--- src/rtl/frame_stream_sequencer.sv ---
// frame_stream_sequencer
//
// Raster-order reader for the camera frame buffer. It walks the buffer one
// pixel at a time, row by row, and emits one Avalon-ST video packet per
// frame (sop on pixel (0,0), eop on the last pixel). It also acts as a
// frame-synchronous configuration scheduler: the requested filter menu and
// pitch index only become active at a frame boundary, so the filter and
// kernel path never changes in the middle of a frame.
//
// Ports:
//   clk            pixel clock (VGA 25 MHz domain)
//   reset_n        asynchronous active-low reset
//   enable         level; frames are streamed while high
//   restart        synchronous pulse; abort the frame and restart at pixel 0
//   rdaddress      frame buffer read address (combinational lookahead)
//   rddata         frame buffer q, registered-address RAM, 1-cycle latency
//   src_data       pixel presented downstream
//   src_valid      pixel valid
//   src_ready      downstream ready
//   src_sop        first pixel of the frame
//   src_eop        last pixel of the frame
//   cfg_req_menu   requested menu selection
//   cfg_req_pitch  requested pitch index
//   cfg_menu       active menu selection
//   cfg_pitch      active pitch index
//   cfg_commit     one-cycle pulse when the active configuration changes
//   frame_count    number of completed frames (wraps)
//   testpat        only with FRAME_SEQ_TESTPAT_EN: replace the frame with
//                  eight vertical colour bars, latched at frame start
//
// Build option: define FRAME_SEQ_TESTPAT_EN to add the test pattern input.

module frame_stream_sequencer #(
  parameter int H_RES   = 320,
  parameter int V_RES   = 240,
  parameter int ADDR_W  = 17,
  parameter int CFG_W   = 3,
  parameter int PITCH_W = 11,
  parameter int FCNT_W  = 16
) (
  input  logic               clk,
  input  logic               reset_n,
  input  logic               enable,
  input  logic               restart,
  output logic [ADDR_W-1:0]  rdaddress,
  input  logic [11:0]        rddata,
  output logic [11:0]        src_data,
  output logic               src_valid,
  input  logic               src_ready,
  output logic               src_sop,
  output logic               src_eop,
  input  logic [CFG_W-1:0]   cfg_req_menu,
  input  logic [PITCH_W-1:0] cfg_req_pitch,
  output logic [CFG_W-1:0]   cfg_menu,
  output logic [PITCH_W-1:0] cfg_pitch,
  output logic               cfg_commit,
  output logic [FCNT_W-1:0]  frame_count
`ifdef FRAME_SEQ_TESTPAT_EN
  ,
  input  logic               testpat
`endif
);

  localparam int COL_W = (H_RES > 1) ? $clog2(H_RES) : 1;
  localparam int ROW_W = (V_RES > 1) ? $clog2(V_RES) : 1;

  typedef enum logic [1:0] {
    IDLE   = 2'd0,
    PRIME  = 2'd1,
    STREAM = 2'd2
  } state_t;

  state_t             state_q, state_d;
  logic [ROW_W-1:0]   row_q, row_d;
  logic [COL_W-1:0]   col_q, col_d;
  logic [ADDR_W-1:0]  addr_q, addr_d;
  logic [FCNT_W-1:0]  fcnt_q, fcnt_d;
  logic [CFG_W-1:0]   menu_q, menu_d;
  logic [PITCH_W-1:0] pitch_q, pitch_d;
  logic               commit_q, commit_d;

  logic beat;
  logic last_col;
  logic at_eop;
  logic cfg_changed;

  assign beat        = (state_q == STREAM) && src_ready;
  assign last_col    = (col_q == COL_W'(H_RES - 1));
  assign at_eop      = last_col && (row_q == ROW_W'(V_RES - 1));
  assign cfg_changed = (cfg_req_menu != menu_q) || (cfg_req_pitch != pitch_q);

  // Next-state and datapath update. addr_q always holds the address of the
  // pixel currently being presented; it advances by one per beat so the
  // address is row*H_RES+col without a multiplier. restart is checked before
  // the beat so an abort on the eop edge neither counts nor commits.
  always_comb begin
    state_d  = state_q;
    row_d    = row_q;
    col_d    = col_q;
    addr_d   = addr_q;
    fcnt_d   = fcnt_q;
    menu_d   = menu_q;
    pitch_d  = pitch_q;
    commit_d = 1'b0;

    case (state_q)
      IDLE: begin
        row_d    = '0;
        col_d    = '0;
        addr_d   = '0;
        menu_d   = cfg_req_menu;
        pitch_d  = cfg_req_pitch;
        commit_d = cfg_changed;
        if (enable) begin
          state_d = PRIME;
        end
      end

      PRIME: begin
        row_d  = '0;
        col_d  = '0;
        addr_d = '0;
        if (!restart) begin
          state_d = STREAM;
        end
      end

      STREAM: begin
        if (restart) begin
          state_d = PRIME;
          row_d   = '0;
          col_d   = '0;
          addr_d  = '0;
        end else if (beat) begin
          if (at_eop) begin
            row_d    = '0;
            col_d    = '0;
            addr_d   = '0;
            fcnt_d   = fcnt_q + FCNT_W'(1);
            menu_d   = cfg_req_menu;
            pitch_d  = cfg_req_pitch;
            commit_d = cfg_changed;
            if (!enable) begin
              state_d = IDLE;
            end
          end else if (last_col) begin
            col_d  = '0;
            row_d  = row_q + ROW_W'(1);
            addr_d = addr_q + ADDR_W'(1);
          end else begin
            col_d  = col_q + COL_W'(1);
            addr_d = addr_q + ADDR_W'(1);
          end
        end
      end

      default: begin
        state_d = IDLE;
        row_d   = '0;
        col_d   = '0;
        addr_d  = '0;
      end
    endcase
  end

  // State and datapath registers.
  always_ff @(posedge clk or negedge reset_n) begin
    if (!reset_n) begin
      state_q  <= IDLE;
      row_q    <= '0;
      col_q    <= '0;
      addr_q   <= '0;
      fcnt_q   <= '0;
      menu_q   <= '0;
      pitch_q  <= '0;
      commit_q <= 1'b0;
    end else begin
      state_q  <= state_d;
      row_q    <= row_d;
      col_q    <= col_d;
      addr_q   <= addr_d;
      fcnt_q   <= fcnt_d;
      menu_q   <= menu_d;
      pitch_q  <= pitch_d;
      commit_q <= commit_d;
    end
  end

  // The RAM registers its address, so handing it the next address lets the
  // data for the next pixel arrive exactly when that pixel is presented.
  assign rdaddress   = addr_d;
  assign src_valid   = (state_q == STREAM);
  assign src_sop     = src_valid && (row_q == '0) && (col_q == '0);
  assign src_eop     = src_valid && at_eop;
  assign cfg_menu    = menu_q;
  assign cfg_pitch   = pitch_q;
  assign cfg_commit  = commit_q;
  assign frame_count = fcnt_q;

`ifdef FRAME_SEQ_TESTPAT_EN
  localparam int BAR_W = H_RES / 8;

  logic        frame_start;
  logic        tp_active_q;
  logic [2:0]  bar_idx;
  logic [11:0] bar_colour;

  // A new frame begins either from PRIME or from the eop beat of the
  // previous frame; testpat is sampled only there so a frame is never mixed.
  assign frame_start = (state_q == PRIME) || (beat && at_eop && !restart);

  always_ff @(posedge clk or negedge reset_n) begin
    if (!reset_n) begin
      tp_active_q <= 1'b0;
    end else if (frame_start) begin
      tp_active_q <= testpat;
    end
  end

  // Bar index from comparisons against constant bar edges (no divider).
  always_comb begin
    bar_idx = '0;
    for (int k = 1; k < 8; k++) begin
      if (col_q >= COL_W'(k * BAR_W)) begin
        bar_idx = 3'(k);
      end
    end
  end

  always_comb begin
    bar_colour = 12'h000;
    case (bar_idx)
      3'd0: bar_colour = 12'hFFF;
      3'd1: bar_colour = 12'hFF0;
      3'd2: bar_colour = 12'h0FF;
      3'd3: bar_colour = 12'h0F0;
      3'd4: bar_colour = 12'hF0F;
      3'd5: bar_colour = 12'hF00;
      3'd6: bar_colour = 12'h00F;
      default: bar_colour = 12'h000;
    endcase
  end

  assign src_data = tp_active_q ? bar_colour : rddata;
`else
  assign src_data = rddata;
`endif

endmodule

--- config.mk ---
export PLATFORM = sky130hd
export DESIGN_NAME = frame_stream_sequencer
export DESIGN_NICKNAME = d
export VERILOG_FILES = /design/src/rtl/frame_stream_sequencer.sv
export SDC_FILE = /design/constraint.sdc
export NUM_CORES = 1
export LEC_CHECK = 0
export BUFFER_PORTS_ARGS = -buffer_cell sky130_fd_sc_hd__buf_2
export CAP_MARGIN = 5
export CORE_AREA = 3 3 86 88
export CTS_CLUSTER_DIAMETER = 60
export DETAILED_ROUTE_END_ITERATION = 12
export DIE_AREA = 0 0 89 91
export GPL_TIMING_DRIVEN = 1
export PLACE_DENSITY = 0.86
export SYNTH_ARGS = -nofsm -noshare
export SYNTH_HDL_FRONTEND = slang
export SYNTH_SLANG_ARGS = --single-unit
--- constraint.sdc ---
create_clock -name clk -period 2.3 [get_ports clk]
set_input_delay 0.115 -clock clk [delete_from_list [all_inputs] [get_ports clk]]
set_output_delay 0.115 -clock clk [all_outputs]
set_load 0.02 [all_outputs]
# Word-level counts from Yosys, hierarchy flattened
# Index checks and enable logic that the tools add are counted.
# word_totals
reg_bits	67
out_inout_bits	63
# op_classes
add_sub_neg	4
eq_ne	15
n_mux	33
n_bitwise	1
n_reduce_logical	14
# op_table
operator	n
$mux W17	4
$mux W9	5
$mux W8	5
$mux W11	3
$pmux W11 S2	1
$add A17 B1 Y17 const B	1
$add A16 B1 Y16 const B	1
$mux W2	6
$ne A11 B11 Y1	1
$add A9 B1 Y9 const B	1
$eq A9 B9 Y1 const B	1
$logic_not A9 Y1	1
$mux W3	3
$add A8 B1 Y8 const B	1
$eq A8 B8 Y1 const B	1
$logic_not A8 Y1	1
$reduce_and A4 Y1	2
$ne A2 B2 Y1 const B	3
$ne A3 B2 Y1 const B	2
$pmux W2 S3	1
$pmux W3 S2	1
$logic_and A1 B1 Y1	5
$reduce_and A5 Y1	1
$ne A2 B1 Y1 const B	2
other kinds (12)	14

# Depth between registers and ports, before layout
# Gate-level depths: netlist of the first run.
# logic_depth
depth_word	6
ltp_mapped	8
ltp_nobuf	6

# Least setup slack after synthesis of the first run
# OpenSTA, ideal clock, no wires.
# synth_timing
path_kind	reg-to-reg
startpoint	reg col_q[0]
endpoint	reg menu_q[0], in the netlist cfg_menu[0]
setup_ns	0.125
arrival_ns	1.806
slack_ns	0.369
stages_incl_launch_ff	9
n_path_buf	2
period_less_slack_ns	1.931
cell_sequence	dfrtp_1 > ha_1 > and4bb_4 > nand4_4 > nor2_4 > o21ba_1 > buf_6 > buf_12 > mux2_4
# synth_via
elab_chain_len	4
# synth_lines
element	line	source
start: declaration	75	logic [COL_W-1:0] col_q, col_d;
start signal: assignment	180	col_q <= col_d;
$eq A9 B9 Y1	88	assign last_col = (col_q == COL_W'(H_RES - 1));
$logic_and A1 B1 Y1	89	assign at_eop = last_col && (row_q == ROW_W'(V_RES - 1));
$ne A2 B1 Y1 (no line)	n/a	
$reduce_and A4 Y1 (no line)	n/a	
end signal: assignment	183	menu_q <= menu_d;
end: declaration	78	logic [CFG_W-1:0] menu_q, menu_d;
# Every way passes these cells.
# A chain may end at the register's enable or synchronous reset.

# Final worst setup path of the first run
# layout_timing
startpoint	reg col_q[1]
endpoint	out rdaddress[2]
# layout_via
elab_chain_len	6
# layout_lines
element	line	source
$eq A9 B9 Y1	88	
$logic_and A1 B1 Y1	89	
$mux W17	135	if (at_eop) begin
$mux W17	134	end else if (beat) begin
$mux W17	129	if (restart) begin
$mux W17	106	case (state_q)
end: declaration	45	output logic [ADDR_W-1:0] rdaddress,
# Every way passes these cells.

==> flow_summary.toml, run 1 <==
[routing]
dr.pass1.iters = 5
wl_per_cell_um = 16.1
via_count = 2733
drt_iter0_markers = 187
via_per_inst = 5.59
drc = 0
final_antenna_net_count = 0
routed_wl_um = 7880

[floorplanning]
dieArea_mm2 = 0.00810
die_w_um = 89
fp.dieH_um = 91
core_area_mm2 = 0.00672
rows = 30
boundaryPins = 94
initial_core_util_pct = 52.4

[clock_tree]
cts_tree = "yes"
h-tree-depth = 3
clockBufferDepth = 2
clk_pin_slew_ns = 0.07
clockRootBuffer = "clkbuf_8"
cts.sinks = 67
numCtsBuffers = 9
clk_latency_ns = 0.34

[critical_path]
setup.worst_path.start = "col_q[1]"
regToRegSetupSlack_ns = 0.16
path_max_fanout = 20
critical_path_class = "reg -> out"
r2r_start = "state_q[0]"
rr_worst_depth = 7
start_kind = "register"
r2r-end = "cfg_pitch[4]"
crit_arrival_ns = 2.09
critPathCaptureType = "primary output"
worstSetupEndpoint = "rdaddress[2]"
cp.required_ns = 2.18

[pwr]
peakVddDrop_mv = 0.361
p_sw_share_pct = 32.7
leakage_nw = 1.96
p_int_mw = 2.43
pwr-share-seq_pct = 41.3
pwr-share-clk_pct = 26.5
finalPower_mw = 3.61
p_comb_share_pct = 32.1
power_density_mw_per_mm2 = 872
switching_power_mw = 1.18

[synthesis]
synthTopCellsByCount = "dfrtp_1, nor2_1, xor2_1, nand2_1"
yosys.area.top_type = "dfrtp_1"
syn_avg_cell_area_um2 = 10.5
ys_async_sr_fraction_pct = 100
synth-seq-area-share_pct = 47.6
synth_flop_cell = "dfrtp_1"
netlist_area_mm2 = 0.00352
yosys_warnings = 0
yosysMostFrequentCell = "dfrtp_1"
synth_nets = 373
synth_edf_count = 0
yosys_register_bits = 67
syn_inst = 336
ys_types = 46
synth_top_area_share_pct = 47.6
ys_top_cells_by_area = "dfrtp_1, xor2_1, xnor2_1"

[sta]
finalHoldViolCount = 0
setup_viol = 0
worstMarginPinSlew_ns = 0.686
clock.fmax_mhz = 453
clock_skew_ns = 0.00915
period_share_pct = 96.0
worst_slew_margin_rel_pct = 54.3
fin_crit_ns = 2.21
drv_slew = 0
final.setup.tns_ns = 0

[hold_path]
hold_class = "in -> reg"
hold_depth = 2

[grt]
antenna_found_initial = 0
overflow = 0
grt_pass1_vias = 2790
grt_start_max_net_pins = 39
met1_usage_pct = 25.1
grt_pass1_wl_um = 12800
use_met2_pct = 32.0
grt.busiest_layer = "met2"
global_route.usage.met3_pct = 5.72
track_usage_pct = 20.0

[cells_and_area]
post-route-util_pct = 61.6
area_growth_pct = 17.5
fill_cells = 500
drive_above_1_share_pct = 30.8
nets = 442
fin_cells = 489
diodes = 0

[place]
dp_hpwl_um = 5540
port_buffers = 69
dp_cells = 471
place_congestion = 0.978

[run_status]
status = "finished clean"

[flow_run]
cap_viol_max_count = 0
-- final cells by class --
type,count,area (µm²),share of cell area (%)
clock buffers,14,193,4.66
repair buffers,79,454,11.0
multi-input cells,239,1670,40.5
flip-flops and latches,67,1680,40.6
clock inverters,1,5.00,0.121
well taps,80,100,2.42
inverters,9,33.8,0.816
-- what timing repair did --
item / CTS / global route
resized for setup: 0 / 9
setup endpoints to repair: 4 / 18
buffers inserted: 1 / 1
hold buffers: 1 / 0
hold endpoints to repair: 29 / 0
-- cell usage in the layout, fill, tap and decap left out, types with 7 or more instances in the layout --
master     n
xnor2_1   21
inv_1      9
xor2_1    32
clkbuf_8  14
buf_4      7
buf_2     68
nor2_1    37
dfrtp_1   66
nand2_1   28
nor4_1     7
nand3_1   21
a21oi_1   11
mux2_4     9
nand4_1   13
-- per-stage QoR --
step | cell area, µm² | setup slack [ns] | hold WS, ns
finish | 4140 | 0.0927 | 0.0183
detailed placement | 3880 | 0.203 | 0.190
global placement | 3880 | 0.309 | 0.182
floorplan | 3520 | 0.369 | -0.181
CTS | 4100 | 0.0227 | 0.00719
global route | 4140 | -0.0121 | 0.0280
-- routing by layer --
layer / vias to the layer above / part of all wire (%)
li1: 1279 / -
met1: 1320 / 41
met2: 110 / 50
met3: 24 / 6.6
met4: 0 / 2.3
met5: - / 0
-- power groups by stage --
stage,clock (mW),sequential [mW],combinational [mW]
floorplan,0,1.66,0.699
global placement,0,1.52,1.09
detailed placement,0,1.52,1.12
CTS,0.963,1.50,1.12
global route,1.03,1.51,1.23
finish,0.958,1.49,1.16
-- flip-flops by register name (all words and copies together), names as in the netlist --
name / cells
addr_q: 17
frame_count: 16
cfg_pitch: 11
col_q: 9
row_q: 8
cfg_menu: 3
state_q: 2
cfg_commit: 1
-- critical path: stages, from the launching register on --
cell	delay [ns]
dfrtp_1	0.40
ha_2	0.24
and4bb_4	0.31
nand4_4	0.13
o21ai_2	0.20
buf_6	0.21
nor2_1	0.10
buf_2	0.16
-- worst min path at each step --
stage | start | end | slack [ns]
floorplan | reset_n | addr_q[0] | -0.18
global placement | reset_n | cfg_pitch[9] | 0.18
detailed placement | reset_n | cfg_menu[0] | 0.19
CTS | restart | state_q[1] | 0.007
global route | cfg_req_menu[0] | cfg_menu[0] | 0.03
finish | enable | state_q[0] | 0.02
-- cell families after synthesis --
family / count (synthesis) / synth area share, %
compound gates: 23 / 4.09
xor+xnor: 53 / 13.2
fa+ha+maj: 6 / 2.13
buf+inv: 30 / 5.54
flops: 67 / 47.6
mux: 15 / 5.75
simple gates: 142 / 21.7
Note: power is estimated with default switching activity, not from simulation.
==> run 2, diff against run 1 <==
--- a/config.mk
+++ b/config.mk
@@ -8,6 +8,7 @@
 export BUFFER_PORTS_ARGS = -buffer_cell sky130_fd_sc_hd__buf_2
 export CAP_MARGIN = 5
 export CORE_AREA = 3 3 86 88
+export CTS_BUF_LIST = sky130_fd_sc_hd__clkbuf_16
 export CTS_CLUSTER_DIAMETER = 60
 export DETAILED_ROUTE_END_ITERATION = 12
 export DIE_AREA = 0 0 89 91
==> flow_summary.toml, run 2 (synthesis results as in run 1) <==
[routing]
met2WireLength_um = 3900
wl_met3_um = 461
dr.pass1.iters = 5
via_count = 2765
drc = 0
m1WireLength_um = 3190
routed_wl_um = 7800
wl_per_cell_um = 15.9
final_antenna_net_count = 0
drt_iter0_markers = 208
dr.max_layer_used = "met4"
via_per_inst = 5.65

[cells_and_area]
area_growth_pct = 18.5
fill_cells = 495
post-route-util_pct = 62.1
regMostFlops = "addr_q"
fin_cells = 489
nets = 442
mostFrequentLayoutCells = "buf_2, dfrtp_1, nor2_1"
diodes = 0
largest_reg_flops = 17
mostFrequentLayoutCell = "buf_2"
drive_above_1_share_pct = 28.9

[floorplanning]
boundaryPins = 94
fp.dieH_um = 91
core_area_mm2 = 0.00672
die_w_um = 89
initial_core_util_pct = 52.4
dieArea_mm2 = 0.00810
rows = 30

[grt]
antenna_found_initial = 0
track_usage_pct = 20.5
grt_pass1_vias = 2762
grt_start_max_net_pins = 39
grt_pass1_wl_um = 13000
overflow = 0

[clock_tree]
cts.sinks = 67
numCtsBuffers = 9
h-tree-depth = 3
clk_latency_ns = 0.33
clockRootBuffer = "clkbuf_16"
cts_tree = "yes"
clk_pin_slew_ns = 0.05
clockBufferDepth = 2

[critical_path]
start_kind = "register"
critical_path_class = "reg -> out"
critPathCaptureType = "primary output"
path_max_fanout = 20
cp.required_ns = 2.18
rr_worst_depth = 7
crit_arrival_ns = 2.09

[hold_path]
hold_class = "in -> reg"
hold_depth = 2

[sta]
setup_viol = 0
drv_slew = 0
fin_crit_ns = 2.20
worstMarginPinSlew_ns = 0.689
holdWs_ns = 0.0278
clock.fmax_mhz = 454
clock_skew_ns = 0.00801
period_share_pct = 95.8
worst_slew_margin_rel_pct = 54.0
finalHoldViolCount = 0

[flow_run]
cap_viol_max_count = 0

[place]
place_congestion = 0.978
port_buffers = 69
dp_cells = 471
dp_hpwl_um = 5540

[pwr]
peakVddDrop_mv = 0.356
power_density_mw_per_mm2 = 920
leakage_nw = 1.98
finalPower_mw = 3.84

[run_status]
status = "finished clean"
-- run 2: path summary, 6_finish.rpt --
| check | start | endpoint | slack (ns) |
|---|---|---|---|
| min reg2reg | frame_count[15] | frame_count[15] | 0.47 |
| max in group asynchronous | reset_n | state_q[0] | 1.29 |
| min | enable | state_q[0] | 0.03 |
| max | col_q[0] | rdaddress[2] | 0.1 |
| max reg2reg | col_q[0] | cfg_pitch[3] | 0.18 |
| min in group asynchronous | reset_n | cfg_menu[0] | 0.36 |
-- run 2: routing by layer --
metal | global-route usage (%) | vias up
li1 | - | 1285
met1 | 25.7 | 1336
met2 | 33.4 | 111
met3 | 5.17 | 33
met4 | 8.56 | 0
met5 | 0 | -
-- run 2: report_power, final --
group / internal, mW / switching (mW) / leakage, nW
Combinational: 0.564 / 0.599 / 0.960
Sequential: 1.34 / 0.152 / 0.892
Clock: 0.701 / 0.479 / 0.123
Total: 2.61 / 1.23 / 1.98
-- run 2: layout make-up --
cell class | instances | area, µm² | share of cell area, %
clock buffer | 9 | 225 | 5.40
inverter | 9 | 33.8 | 0.809
sequential | 67 | 1680 | 40.2
timing repair buffer | 79 | 454 | 10.9
clock inverter | 6 | 23.8 | 0.570
multi-input combinational | 239 | 1660 | 39.7
tap | 80 | 100 | 2.40
-- run 2: timing repair --
item / CTS / global route
buffers inserted: 0 / 2
endpoints found under the setup margin: 0 / 18
resized for setup: 0 / 6
hold endpoints to repair: 29 / 0
hold buffers: 1 / 0
-- run 2: worst max-delay path: stages (launching register included) --
cell,delay [ns]
dfrtp_1,0.40
ha_2,0.23
and4bb_4,0.31
nand4_4,0.14
o21ai_2,0.20
buf_6,0.21
nor2_1,0.09
buf_2,0.16
-- run 2: through the flow --
| step | setup TNS [ns] | instance area, µm² | worst slack (ns) |
|---|---|---|---|
| after floorplan | 0 | 3520 | 0.369 |
| after global placement | 0 | 3880 | 0.309 |
| after detailed placement | 0 | 3880 | 0.203 |
| after CTS | 0 | 4140 | 0.0211 |
| after global routing | -0.000262 | 4170 | -0.000262 |
| final | 0 | 4170 | 0.0968 |
